<file path="config.mk">
export PLATFORM = sky130hd
export DESIGN_NAME = serial_subtractor_4bit
export DESIGN_NICKNAME = d
export VERILOG_FILES = /design/src/rtl/sub_pkg.sv /design/src/rtl/fullsubtractor_1bit.sv /design/src/rtl/serial_subtractor_4bit.sv
export SDC_FILE = /design/constraint.sdc
export NUM_CORES = 1
export LEC_CHECK = 0
export ABC_AREA = 1
export CAP_MARGIN = 20
export CORE_ASPECT_RATIO = 0.75
export CORE_UTILIZATION = 40
export DETAILED_ROUTE_END_ITERATION = 12
export PLACE_DENSITY_LB_ADDON = 0.12
export SLEW_MARGIN = 10
export SYNTH_ARGS = -nofsm -noshare
export SYNTH_HDL_FRONTEND = slang
export SYNTH_SLANG_ARGS = --single-unit
</file>
<file path="constraint.sdc">
create_clock -name clk -period 1.14 [get_ports clk]
set_input_delay 0.228 -clock clk [delete_from_list [all_inputs] [get_ports clk]]
set_output_delay 0.228 -clock clk [all_outputs]
set_load 0.02 [all_outputs]
</file>
<file path="src/rtl/sub_pkg.sv">
// Shared types for the bit-serial subtractor: FSM state encoding and default width.
package sub_pkg;

  typedef enum logic [1:0] {
    IDLE = 2'd0,
    RUN  = 2'd1,
    DONE = 2'd2
  } state_t;

  localparam int DEFAULT_WIDTH = 4;

endpackage

</file>
<file path="src/rtl/fullsubtractor_1bit.sv">
// One-bit full subtractor cell, the borrow-chain counterpart of the full-adder cell.
// Purely combinational, zero latency, no flow control.
module fullsubtractor_1bit (
  input  logic ina,
  input  logic inb,
  input  logic borrow_in,
  output logic diff_out,
  output logic borrow_out
);

  logic x_xor_y;

  assign x_xor_y    = ina ^ inb;
  assign diff_out   = x_xor_y ^ borrow_in;
  assign borrow_out = (~ina & inb) | (~x_xor_y & borrow_in);

endmodule

</file>
<file path="src/rtl/serial_subtractor_4bit.sv">
// Bit-serial a - b - borrow_in, LSB first; done pulses WIDTH+1 cycles after start.
// start is honoured only while ready (IDLE); requests during RUN/DONE are dropped, not queued.
module serial_subtractor_4bit
  import sub_pkg::*;
#(
  parameter int WIDTH = DEFAULT_WIDTH
) (
  input  logic             clk,
  input  logic             rst,
  input  logic             start,
  input  logic [WIDTH-1:0] a,
  input  logic [WIDTH-1:0] b,
  input  logic             borrow_in,
  output logic             ready,
  output logic             busy,
  output logic             done,
  output logic [WIDTH-1:0] diff,
  output logic             borrow_out
);

  localparam int            CW   = $clog2(WIDTH + 1);
  localparam logic [CW-1:0] LAST = CW'(WIDTH - 1);

  state_t           state_q, state_d;
  logic [CW-1:0]    cnt_q, cnt_d;
  logic [WIDTH-1:0] a_sh_q, a_sh_d;
  logic [WIDTH-1:0] b_sh_q, b_sh_d;
  logic [WIDTH-1:0] res_sh_q, res_sh_d;
  logic             borrow_q, borrow_d;
  logic [WIDTH-1:0] diff_q, diff_d;
  logic             bout_q, bout_d;

  logic             cell_d;
  logic             cell_bout;
  logic [WIDTH-1:0] res_next;

  fullsubtractor_1bit u_cell (
    .ina       (a_sh_q[0]),
    .inb       (b_sh_q[0]),
    .borrow_in (borrow_q),
    .diff_out  (cell_d),
    .borrow_out(cell_bout)
  );

  // Result bits arrive LSB first, so each new bit enters at the MSB end.
  assign res_next = {cell_d, res_sh_q[WIDTH-1:1]};

  always_comb begin
    state_d  = state_q;
    cnt_d    = cnt_q;
    a_sh_d   = a_sh_q;
    b_sh_d   = b_sh_q;
    res_sh_d = res_sh_q;
    borrow_d = borrow_q;
    diff_d   = diff_q;
    bout_d   = bout_q;

    case (state_q)
      IDLE: begin
        if (start) begin
          a_sh_d   = a;
          b_sh_d   = b;
          borrow_d = borrow_in;
          cnt_d    = '0;
          res_sh_d = '0;
          state_d  = RUN;
        end
      end
      RUN: begin
        a_sh_d   = a_sh_q >> 1;
        b_sh_d   = b_sh_q >> 1;
        res_sh_d = res_next;
        borrow_d = cell_bout;
        cnt_d    = cnt_q + CW'(1);
        // Publish on the last bit so diff/borrow_out are already valid while done is high.
        if (cnt_q == LAST) begin
          diff_d  = res_next;
          bout_d  = cell_bout;
          state_d = DONE;
        end
      end
      DONE: begin
        state_d = IDLE;
      end
      default: begin
        state_d = IDLE;
      end
    endcase
  end

  always_ff @(posedge clk) begin
    if (rst) begin
      state_q  <= IDLE;
      cnt_q    <= '0;
      a_sh_q   <= '0;
      b_sh_q   <= '0;
      res_sh_q <= '0;
      borrow_q <= 1'b0;
      diff_q   <= '0;
      bout_q   <= 1'b0;
    end else begin
      state_q  <= state_d;
      cnt_q    <= cnt_d;
      a_sh_q   <= a_sh_d;
      b_sh_q   <= b_sh_d;
      res_sh_q <= res_sh_d;
      borrow_q <= borrow_d;
      diff_q   <= diff_d;
      bout_q   <= bout_d;
    end
  end

  assign ready      = (state_q == IDLE);
  assign busy       = (state_q == RUN);
  assign done       = (state_q == DONE);
  assign diff       = diff_q;
  assign borrow_out = bout_q;

endmodule
</file>
==> results of run 1 <==
[worst max path at each step]
stage                            start                  endpoint  slack, ps
2_1_floorplan   b_sh_q[0]$_SDFFE_PP0P_  res_sh_q[3]$_SDFFE_PP0P_         20
5_1_grt        state_q[1]$_SDFFE_PP0P_                      busy       -150
4_1_cts        state_q[1]$_SDFFE_PP0P_                      busy        -80
3_5_place_dp   state_q[0]$_SDFFE_PP0P_                      busy       -270
6_report       state_q[1]$_SDFFE_PP0P_                      busy        -80
3_3_place_gp   state_q[0]$_SDFFE_PP0P_                      busy       -240
[cell type report]
cell class | instances | area share
Sequential cell | 22 | 0.302
Timing Repair Buffer | 37 | 0.217
Tap cell | 34 | 0.0286
Clock buffer | 4 | 0.0244
Inverter | 24 | 0.0606
Multi-Input combinational cell | 95 | 0.368
[per-stage QoR]
stage,TNS [ps],power [mW]
floorplan,0,1.01
global placement,-2930,1.11
detailed placement,-3220,1.12
CTS,-301,1.56
global route,-1360,1.70
finish,-321,1.60
[cells by family after synthesis]
group	synth area share
AND/OR/NAND/NOR	0.305
buffers and inverters	0.128
flip-flops	0.433
AO/OA/AOI/OAI	0.0898
adder cells (fa/ha/maj)	0.0443
[synth_stat cells, drive strengths merged]
cell   instances
a21oi         13
buf            5
dfxtp         22
fa             1
ha             2
inv           24
nand2         51
nand3          6
nor2          18
o21ai          3
or2            1
[flip-flops by register name (all words and copies together), names as in the netlist]
| register | flops |
|---|---|
| borrow_out | 1 |
| cnt_q | 3 |
| diff | 4 |
| borrow_q | 1 |
| b_sh_q | 4 |
| a_sh_q | 4 |
| res_sh_q | 3 |
| state_q | 2 |
[power by group]
part | switching [mW] | internal (mW) | total, mW
sequential | 0.0253 | 0.809 | 0.834
combinational | 0.172 | 0.169 | 0.342
clock | 0.227 | 0.195 | 0.422
total | 0.425 | 1.17 | 1.60
[placed cells by master, fill, tap and decap left out, types with 2 or more instances in the layout]
| master | instances |
|---|---|
| a21oi_1 | 5 |
| a21oi_2 | 8 |
| buf_2 | 5 |
| buf_4 | 13 |
| buf_6 | 8 |
| clkbuf_4 | 3 |
| clkdlybuf4s50_1 | 11 |
| dfxtp_1 | 17 |
| dfxtp_2 | 4 |
| ha_4 | 2 |
| inv_1 | 17 |
| inv_2 | 7 |
| nand2_1 | 38 |
| nand2_2 | 12 |
| nand3_1 | 5 |
| nor2_1 | 14 |
| nor2_2 | 3 |
[worst register-to-register path: stages, from the launching register on]
cell	delay (ps)
dfxtp_2	340
inv_2	40
fa_2	600
nand2_1	60
a21oi_1	120
[per-layer routing]
layer  up-vias  wire, um  track usage
met5         -         0            0
met4         0        13       0.0419
met3         2       119       0.0625
met2        16      1090        0.299
met1       441      1090        0.213
li1        513         -            -
[timing repair]
item	in CTS	in global routing
resized for setup	54	27
setup buffers	2	2
pin swaps	3	9
endpoints found under the setup margin	27	23
cloned	0	2
==> results by group, run 1 <==
Final layout
  • Area Overhead vs Synth: 46.2%
  • Proportion of layout cells with a drive suffix above 1: 0.396
  • Nets: 198
  • Storage element area: 449 um^2
  • Final Util: 0.634
  • Final instance area: 1490 um^2
  • Multi-input logic area: 547 um^2
  • N_diodes: 0
  • Layout Cells excl Fill: 216
  • Fill count: 228

Worst setup path
  • Critical Path Slowest Stage Cell: dfxtp_2
  • Worst R2R Path Depth: 4
  • R2R setup slack: -70 ps
  • CP cell instances: inv_2 > nand2_2 > inv_2 > buf_6
  • Reg-to-reg critical path endpoint: res_sh_q[3]$_SDFFE_PP0P_
  • Setup crit end kind: output port
  • Kind of launch point of the worst setup path: register
  • Critical Path RT: 910 ps
  • FF-to-FF Start: borrow_q$_SDFFE_PP0P_
  • CP Depth: 4
  • Most used cell, CP: inv_2
  • Crit path buf inv count: 3
  • CP arrival: 990 ps
  • WS Path Type: register to output port
  • Delay-heaviest family, CP: flip-flops
  • Slowest Stage Delay on Critical Path: 360 ps
  • Worst-path maximum fanout: 3

Hold path
  • Worst Hold Depth: 2
  • Hold Path Sink: diff[2]$_SDFFE_PP0P_
  • Hold/Removal Path Class: register to register
  • Hold Path Origin: res_sh_q[3]$_SDFFE_PP0P_

Yosys
  • Count of cell types in the netlist: 19
  • Sequential area share after synthesis: 0.433
  • Syn Area/Cell: 6.97 um^2
  • Post-Syn Instances: 146
  • Mapped Nets: 161
  • Synthesis Warnings: 0
  • Top cells by area, synth: dfxtp_1, nand2_1, inv_1
  • Flops & latches, synth: 22
  • Synthesized area: 1020 um^2
  • Yosys top cell area share: 0.433
  • Cell taking the most area after synthesis: dfxtp_1

Drt
  • Wire per inst: 10.7 um
  • Initial DRT Pass Iterations: 4
  • Drt total wl: 2300 um
  • ANT nets after route: 0
  • DRC violations left: 0
  • Via count: 972
  • DRT iter0 DRCs: 44
  • DR vias/cell: 4.50

Timing
  • Fin worst setup slack: -75.7 ps
  • Slew margin rel.: 0.822
  • Fin Hold WS: 476 ps
  • Setup violators final: 7
  • Worst slew pin tran: 266 ps
  • Clock skew: 2.70 ps
  • Tcrit/Tclk final: 1.07
  • Fmax: 823 MHz
  • Final Hold Vio Count: 0
  • Tmin final: 1220 ps
  • Slew Viols, Final: 0
  • RSZ-0062 raised after global routing: yes

Power
  • Leakage power total: 0.706 nW
  • Peak VDD IR: 0.679 mV
  • Cell area power density: 1070 nW/um^2

Die
  • Die area: 2750 um^2
  • Die Span Y: 45.7 um
  • Initial core utilization: 0.434
  • Core Area: 2350 um^2
  • Boundary pin count: 20
  • Die width: 60.2 um
  • FP Rows: 15

GRT
  • Largest net degree at the start of global routing: 16
  • Initial antenna violation count: 0
  • Tot GR Track Use: 0.176
  • Total grt overflow: 0
  • First-pass GRT wire length: 3420 um
  • Vias in the first global route: 799

Placement
  • Buffers on Ports: 19
  • Post-Place Cells: 206
  • Dpl hpwl: 1500 um
  • DP Area: 1300 um^2
  • Pre-CTS setup slack: -268 ps
  • Routability congestion estimate: 0.715

Clock tree
  • Sink Count: 22
  • TritonCTS clock tree: yes
  • Clock Path Buffers: 2
  • Clock transition at path regs: 120 ps
  • CTS Buf Count: 3
  • H-tree Lvls: 1
  • Post-CTS Hold Fix Bufs: 0
  • Worst skew pair latency: 300 ps
  • Root Buffer: clkbuf_4

Job
  • Maxcap violations: 0

Outcome
  • Status: finished with violations
  • Failing checks: negative setup slack
No activity file was read; power rests on OpenSTA's default activity.
==> run 2: changes to the inputs <==
--- a/config.mk
+++ b/config.mk
@@ -6,10 +6,11 @@
 export NUM_CORES = 1
 export LEC_CHECK = 0
 export ABC_AREA = 1
-export CAP_MARGIN = 20
+export CAP_MARGIN = 30
 export CORE_ASPECT_RATIO = 0.75
 export CORE_UTILIZATION = 40
 export DETAILED_ROUTE_END_ITERATION = 12
+export MAX_ROUTING_LAYER = met4
 export PLACE_DENSITY_LB_ADDON = 0.12
 export SLEW_MARGIN = 10
 export SYNTH_ARGS = -nofsm -noshare
==> run 2 against run 1 <==
  * The run still ends with negative setup slack left
  * Clock power barely moved
  * Sequential share of layout area did not move
  * Core utilization did not move
  * Combinational power barely moved
  * Setup slack got worse by 4.3 ps
  * Fmax fell by 0.35%
  * Count of clock-buffer cells in the layout did not move
  * Register-to-register slack barely moved
  * Worst hold slack got worse by 0.55 ps
  * Largest cell class unchanged
==> results by group, run 2 (synthesis results as in run 1) <==
Clock tree
  • Worst skew pair latency: 300 ps
  • Sink Count: 22
  • CTS Buf Count: 3
  • Root Buffer: clkbuf_4
  • Clock Path Buffers: 2
  • TritonCTS clock tree: yes
  • H-tree Lvls: 1
  • Post-CTS Hold Fix Bufs: 0
  • Clock transition at path regs: 120 ps

Timing
  • Tmin final: 1220 ps
  • RSZ-0062 raised after global routing: yes
  • Fin Setup TNS: -328 ps
  • Clock skew: 3.35 ps
  • Fin worst setup slack: -80.1 ps
  • Final Hold Vio Count: 0
  • Fmax: 820 MHz
  • Worst slew pin tran: 266 ps
  • Setup violators final: 7
  • Slew Viols, Final: 0
  • Tcrit/Tclk final: 1.07
  • Slew margin rel.: 0.822

GRT
  • First-pass GRT wire length: 3430 um
  • Total grt overflow: 0
  • Initial antenna violation count: 0
  • Tot GR Track Use: 0.181
  • Vias in the first global route: 798
  • Largest net degree at the start of global routing: 16

Die
  • Die width: 60.2 um
  • Core Area: 2350 um^2
  • FP Rows: 15
  • Die Span Y: 45.7 um
  • Boundary pin count: 20
  • Initial core utilization: 0.434
  • Die area: 2750 um^2

Power
  • Peak VDD IR: 0.679 mV
  • Switching Power: 0.425 mW
  • Clk pwr share: 0.264
  • Switching share of power: 0.266
  • Flop pwr share: 0.522
  • Cell area power density: 1070 nW/um^2
  • Gate power share: 0.214
  • Leakage power total: 0.706 nW
  • Internal power: 1.17 mW

Drt
  • Met3 WL post-DR: 109 um
  • DR vias/cell: 4.50
  • ANT nets after route: 0
  • Drt total wl: 2310 um
  • Met2 Wirelength: 1080 um
  • Via count: 973
  • M1 WL: 1100 um
  • DRT iter0 DRCs: 45
  • Highest Signal Layer: met4
  • DRC violations left: 0
  • Wire per inst: 10.7 um
  • Initial DRT Pass Iterations: 4

Final layout
  • Commonest non-fill, non-tap cells in the layout: nand2_1, inv_1, dfxtp_1
  • Area Overhead vs Synth: 46.2%
  • Nets: 198
  • N_diodes: 0
  • Layout Cells excl Fill: 216
  • Most common cell after layout, fill and taps aside: nand2_1
  • Proportion of layout cells with a drive suffix above 1: 0.396

Worst setup path
  • WS Path Type: register to output port
  • R2R setup slack: -70 ps
  • Critical Path RT: 910 ps
  • CP arrival: 990 ps
  • Start point of the critical path: state_q[1]$_SDFFE_PP0P_
  • Reg-to-reg critical path endpoint: res_sh_q[3]$_SDFFE_PP0P_
  • Kind of launch point of the worst setup path: register
  • Setup crit end kind: output port
  • Worst-path maximum fanout: 3
  • Setup crit end: busy
  • FF-to-FF Start: borrow_q$_SDFFE_PP0P_
  • Worst R2R Path Depth: 4

Job
  • Maxcap violations: 0

Placement
  • Buffers on Ports: 19
  • Dpl hpwl: 1500 um
  • Post-Place Cells: 206
  • Routability congestion estimate: 0.723

Outcome
  • Status: finished with violations
  • Failing checks: negative setup slack

Hold path
  • Hold/Removal Path Class: register to register
  • Hold Path Origin: res_sh_q[3]$_SDFFE_PP0P_
## run 2: power by group through the flow
stage,sequential (mW),combinational [mW],clock [mW]
4_1_cts,0.832,0.292,0.441
2_1_floorplan,0.841,0.167,0
6_report,0.834,0.342,0.422
3_5_place_dp,0.845,0.273,0
3_3_place_gp,0.843,0.269,0
5_1_grt,0.839,0.374,0.490
## run 2: worst min-delay path by stage
stage / end / slack, ps / cells past startpoint
after floorplan: a_sh_q[3]$_SDFFE_PP0P_ / 390 / 2
after global placement: a_sh_q[3]$_SDFFE_PP0P_ / 450 / 2
after detailed placement: a_sh_q[3]$_SDFFE_PP0P_ / 450 / 2
after CTS: a_sh_q[3]$_SDFFE_PP0P_ / 470 / 2
after global routing: b_sh_q[3]$_SDFFE_PP0P_ / 470 / 3
final: diff[2]$_SDFFE_PP0P_ / 480 / 2
## run 2: worst max-delay path, stage by stage (launching register included)
cell and delay (ps):
dfxtp_2 360, inv_2 80, nand2_2 70, inv_2 70, buf_6 110
## run 2: repair_timing
| action | in CTS | in global routing |
|---|---|---|
| buffers inserted | 2 | 2 |
| cloned | 0 | 2 |
| endpoints found under the setup margin | 27 | 23 |
| pin swaps | 3 | 9 |
| gates resized for setup | 54 | 27 |
## run 2: area by class of cell
cell class,count,area [um^2]
Multi-Input combinational cell,95,547
Fill cell,228,858
Tap cell,34,42.5
Inverter,24,90.1
Timing Repair Buffer,37,323
Clock buffer,4,36.3
Sequential cell,22,449
## run 2: per-stage QoR
| stage | power [mW] | instance area [um^2] | utilization | hold slack, ps | setup slack [ps] |
|---|---|---|---|---|---|
| finish | 1.60 | 1490 | 0.634 | 476 | -80.1 |
| global route | 1.70 | 1490 | 0.634 | 468 | -155 |
| CTS | 1.56 | 1380 | 0.589 | 472 | -84.0 |
| detailed placement | 1.12 | 1300 | 0.554 | 453 | -268 |
| global placement | 1.11 | 1300 | 0.554 | 449 | -242 |
| floorplan | 1.01 | 1020 | - | 393 | 21.4 |
## run 2: per-layer routing
metal,up-vias,global-route usage
met5,-,-
met4,0,0.0419
met3,2,0.0625
met2,14,0.299
met1,445,0.213
li1,512,-
==> run 3: changes to the inputs <==
--- a/config.mk
+++ b/config.mk
@@ -7,8 +7,10 @@
 export LEC_CHECK = 0
 export ABC_AREA = 1
 export CAP_MARGIN = 30
+export CELL_PAD_IN_SITES_DETAIL_PLACEMENT = 0
+export CELL_PAD_IN_SITES_GLOBAL_PLACEMENT = 1
 export CORE_ASPECT_RATIO = 0.75
-export CORE_UTILIZATION = 40
+export CORE_UTILIZATION = 31
 export DETAILED_ROUTE_END_ITERATION = 12
 export MAX_ROUTING_LAYER = met4
 export PLACE_DENSITY_LB_ADDON = 0.12
==> run 3 against run 2 <==
  * Core utilization is 7.6 points lower
  * Setup slack better by 18 ps
  * Non-clock buffer count up 3
  * The flow still finishes with violations (negative setup slack)
  * Critical path type is now register to register
  * Sequential power about the same
==> results by group, run 3 (synthesis results as in run 1) <==
Outcome
  • Status: finished with violations
  • Failing checks: negative setup slack

Worst setup path
  • WS Path Type: register to register
  • Worst R2R Path Depth: 6
  • Critical Path Slowest Stage Cell: dfxtp_4
  • Delay-heaviest family, CP: buffers and inverters
  • Reg-to-reg critical path endpoint: res_sh_q[3]$_SDFFE_PP0P_
  • Setup crit end kind: register
  • Slowest Stage Delay on Critical Path: 380 ps
  • Kind of launch point of the worst setup path: register
  • Crit path buf inv count: 3
  • Most used cell, CP: buf_12
  • CP cell instances: buf_6 > o21ai_4 > buf_12 > buf_12 > nand2_1 > a21oi_2
  • Worst-path maximum fanout: 7
  • CP arrival: 1400 ps
  • R2R setup slack: -60 ps
  • Critical Path RT: 1340 ps
  • FF-to-FF Start: state_q[0]$_SDFFE_PP0P_

GRT
  • Largest net degree at the start of global routing: 14
  • First-pass GRT wire length: 3880 um
  • Total grt overflow: 0
  • Initial antenna violation count: 0
  • Tot GR Track Use: 0.157
  • Vias in the first global route: 879

Timing
  • Tcrit/Tclk final: 1.05
  • Clock skew: 2.32 ps
  • Setup violators final: 17
  • Fmax: 832 MHz
  • Fin Setup TNS: -505 ps
  • Tmin final: 1200 ps
  • RSZ-0062 raised after global routing: yes
  • Slew margin rel.: 0.876
  • Slew Viols, Final: 0
  • Worst slew pin tran: 185 ps
  • Fin worst setup slack: -62.3 ps
  • Fin Hold WS: 463 ps
  • Final Hold Vio Count: 0

Placement
  • DP Area: 1360 um^2
  • Post-Place Cells: 214
  • Dpl hpwl: 1620 um
  • Routability congestion estimate: 0.681
  • Buffers on Ports: 19

Power
  • Leakage power total: 0.816 nW
  • Peak VDD IR: 0.676 mV
  • Cell area power density: 1030 nW/um^2

Final layout
  • Layout Cells excl Fill: 222
  • Area Overhead vs Synth: 65.7%
  • Final Util: 0.558
  • Commonest non-fill, non-tap cells in the layout: nand2_1, inv_1, dfxtp_1
  • Nets: 201
  • N_diodes: 0
  • Most common cell after layout, fill and taps aside: nand2_1
  • Proportion of layout cells with a drive suffix above 1: 0.467
  • Final instance area: 1690 um^2
  • Fill count: 298

Drt
  • Highest Signal Layer: met4
  • M1 WL: 1210 um
  • Met2 Wirelength: 1190 um
  • Initial DRT Pass Iterations: 3
  • DRC violations left: 0
  • Drt total wl: 2490 um
  • Wire per inst: 11.2 um
  • Met3 WL post-DR: 76 um
  • Via count: 961
  • ANT nets after route: 0
  • DR vias/cell: 4.33
  • DRT iter0 DRCs: 11

Die
  • Boundary pin count: 20
  • Die Span Y: 51.6 um
  • Die width: 68.1 um
  • Core Area: 3020 um^2
  • Initial core utilization: 0.337
  • FP Rows: 17
  • Die area: 3520 um^2

Clock tree
  • Clock Path Buffers: 2
  • Clock transition at path regs: 80 ps
  • Sink Count: 22
  • H-tree Lvls: 1
  • Worst skew pair latency: 260 ps
  • Post-CTS Hold Fix Bufs: 0
  • Root Buffer: clkbuf_8
  • CTS Buf Count: 3
  • TritonCTS clock tree: yes

Job
  • Maxcap violations: 0

Hold path
  • Hold/Removal Path Class: register to register
  • Hold Path Sink: diff[2]$_SDFFE_PP0P_
  • Hold Path Origin: res_sh_q[3]$_SDFFE_PP0P_
  • Worst Hold Depth: 2
[run 3: how the worst max path moves through the flow]
stage | start | to | slack (ps) | depth (start not counted)
CTS | borrow_q$_SDFFE_PP0P_ | res_sh_q[3]$_SDFFE_PP0P_ | -70 | 4
detailed placement | state_q[0]$_SDFFE_PP0P_ | busy | -260 | 3
global placement | state_q[0]$_SDFFE_PP0P_ | busy | -250 | 3
floorplan | b_sh_q[0]$_SDFFE_PP0P_ | res_sh_q[3]$_SDFFE_PP0P_ | 20 | 4
finish | state_q[0]$_SDFFE_PP0P_ | res_sh_q[3]$_SDFFE_PP0P_ | -60 | 6
global route | state_q[0]$_SDFFE_PP0P_ | res_sh_q[3]$_SDFFE_PP0P_ | -120 | 6
[run 3: through the flow]
step / total power, mW / setup WS (ps)
floorplan: 1.01 / 21.4
global placement: 1.14 / -255
detailed placement: 1.15 / -260
CTS: 1.65 / -68.3
global route: 1.85 / -117
finish: 1.73 / -62.3
[run 3: worst register-to-register path, cell delays in order, from the launching register on]
cell,delay [ps]
dfxtp_4,380
buf_6,130
o21ai_4,150
buf_12,140
buf_12,140
nand2_1,70
a21oi_2,120
[run 3: routing by layer]
metal  vias up  global-route usage
met5         -                   -
met4         0              0.0417
met3         2              0.0461
met2         9               0.250
met1       433               0.194
li1        517                   -
[run 3: area by class of cell]
| type | instances | area [um^2] | share of cell area |
|---|---|---|---|
| Multi-Input combinational cell | 95 | 641 | 0.380 |
| Timing Repair Buffer | 40 | 407 | 0.241 |
| Tap cell | 38 | 47.5 | 0.0282 |
| Clock buffer | 3 | 41.3 | 0.0245 |
| Sequential cell | 22 | 452 | 0.268 |
| Inverter | 24 | 97.6 | 0.0579 |
[run 3: what timing repair did]
item / CTS / global route
hold endpoints to repair: 0 / 0
gates cloned: 0 / 2
pin swaps: 7 / 22
buffers inserted: 1 / 2
endpoints found under the setup margin: 28 / 28
gates resized for setup: 44 / 55
[run 3: power breakdown]
group	internal (mW)	leakage, nW	switching (mW)
combinational	0.217	0.612	0.202
clock	0.236	0.0216	0.247
sequential	0.806	0.183	0.0267
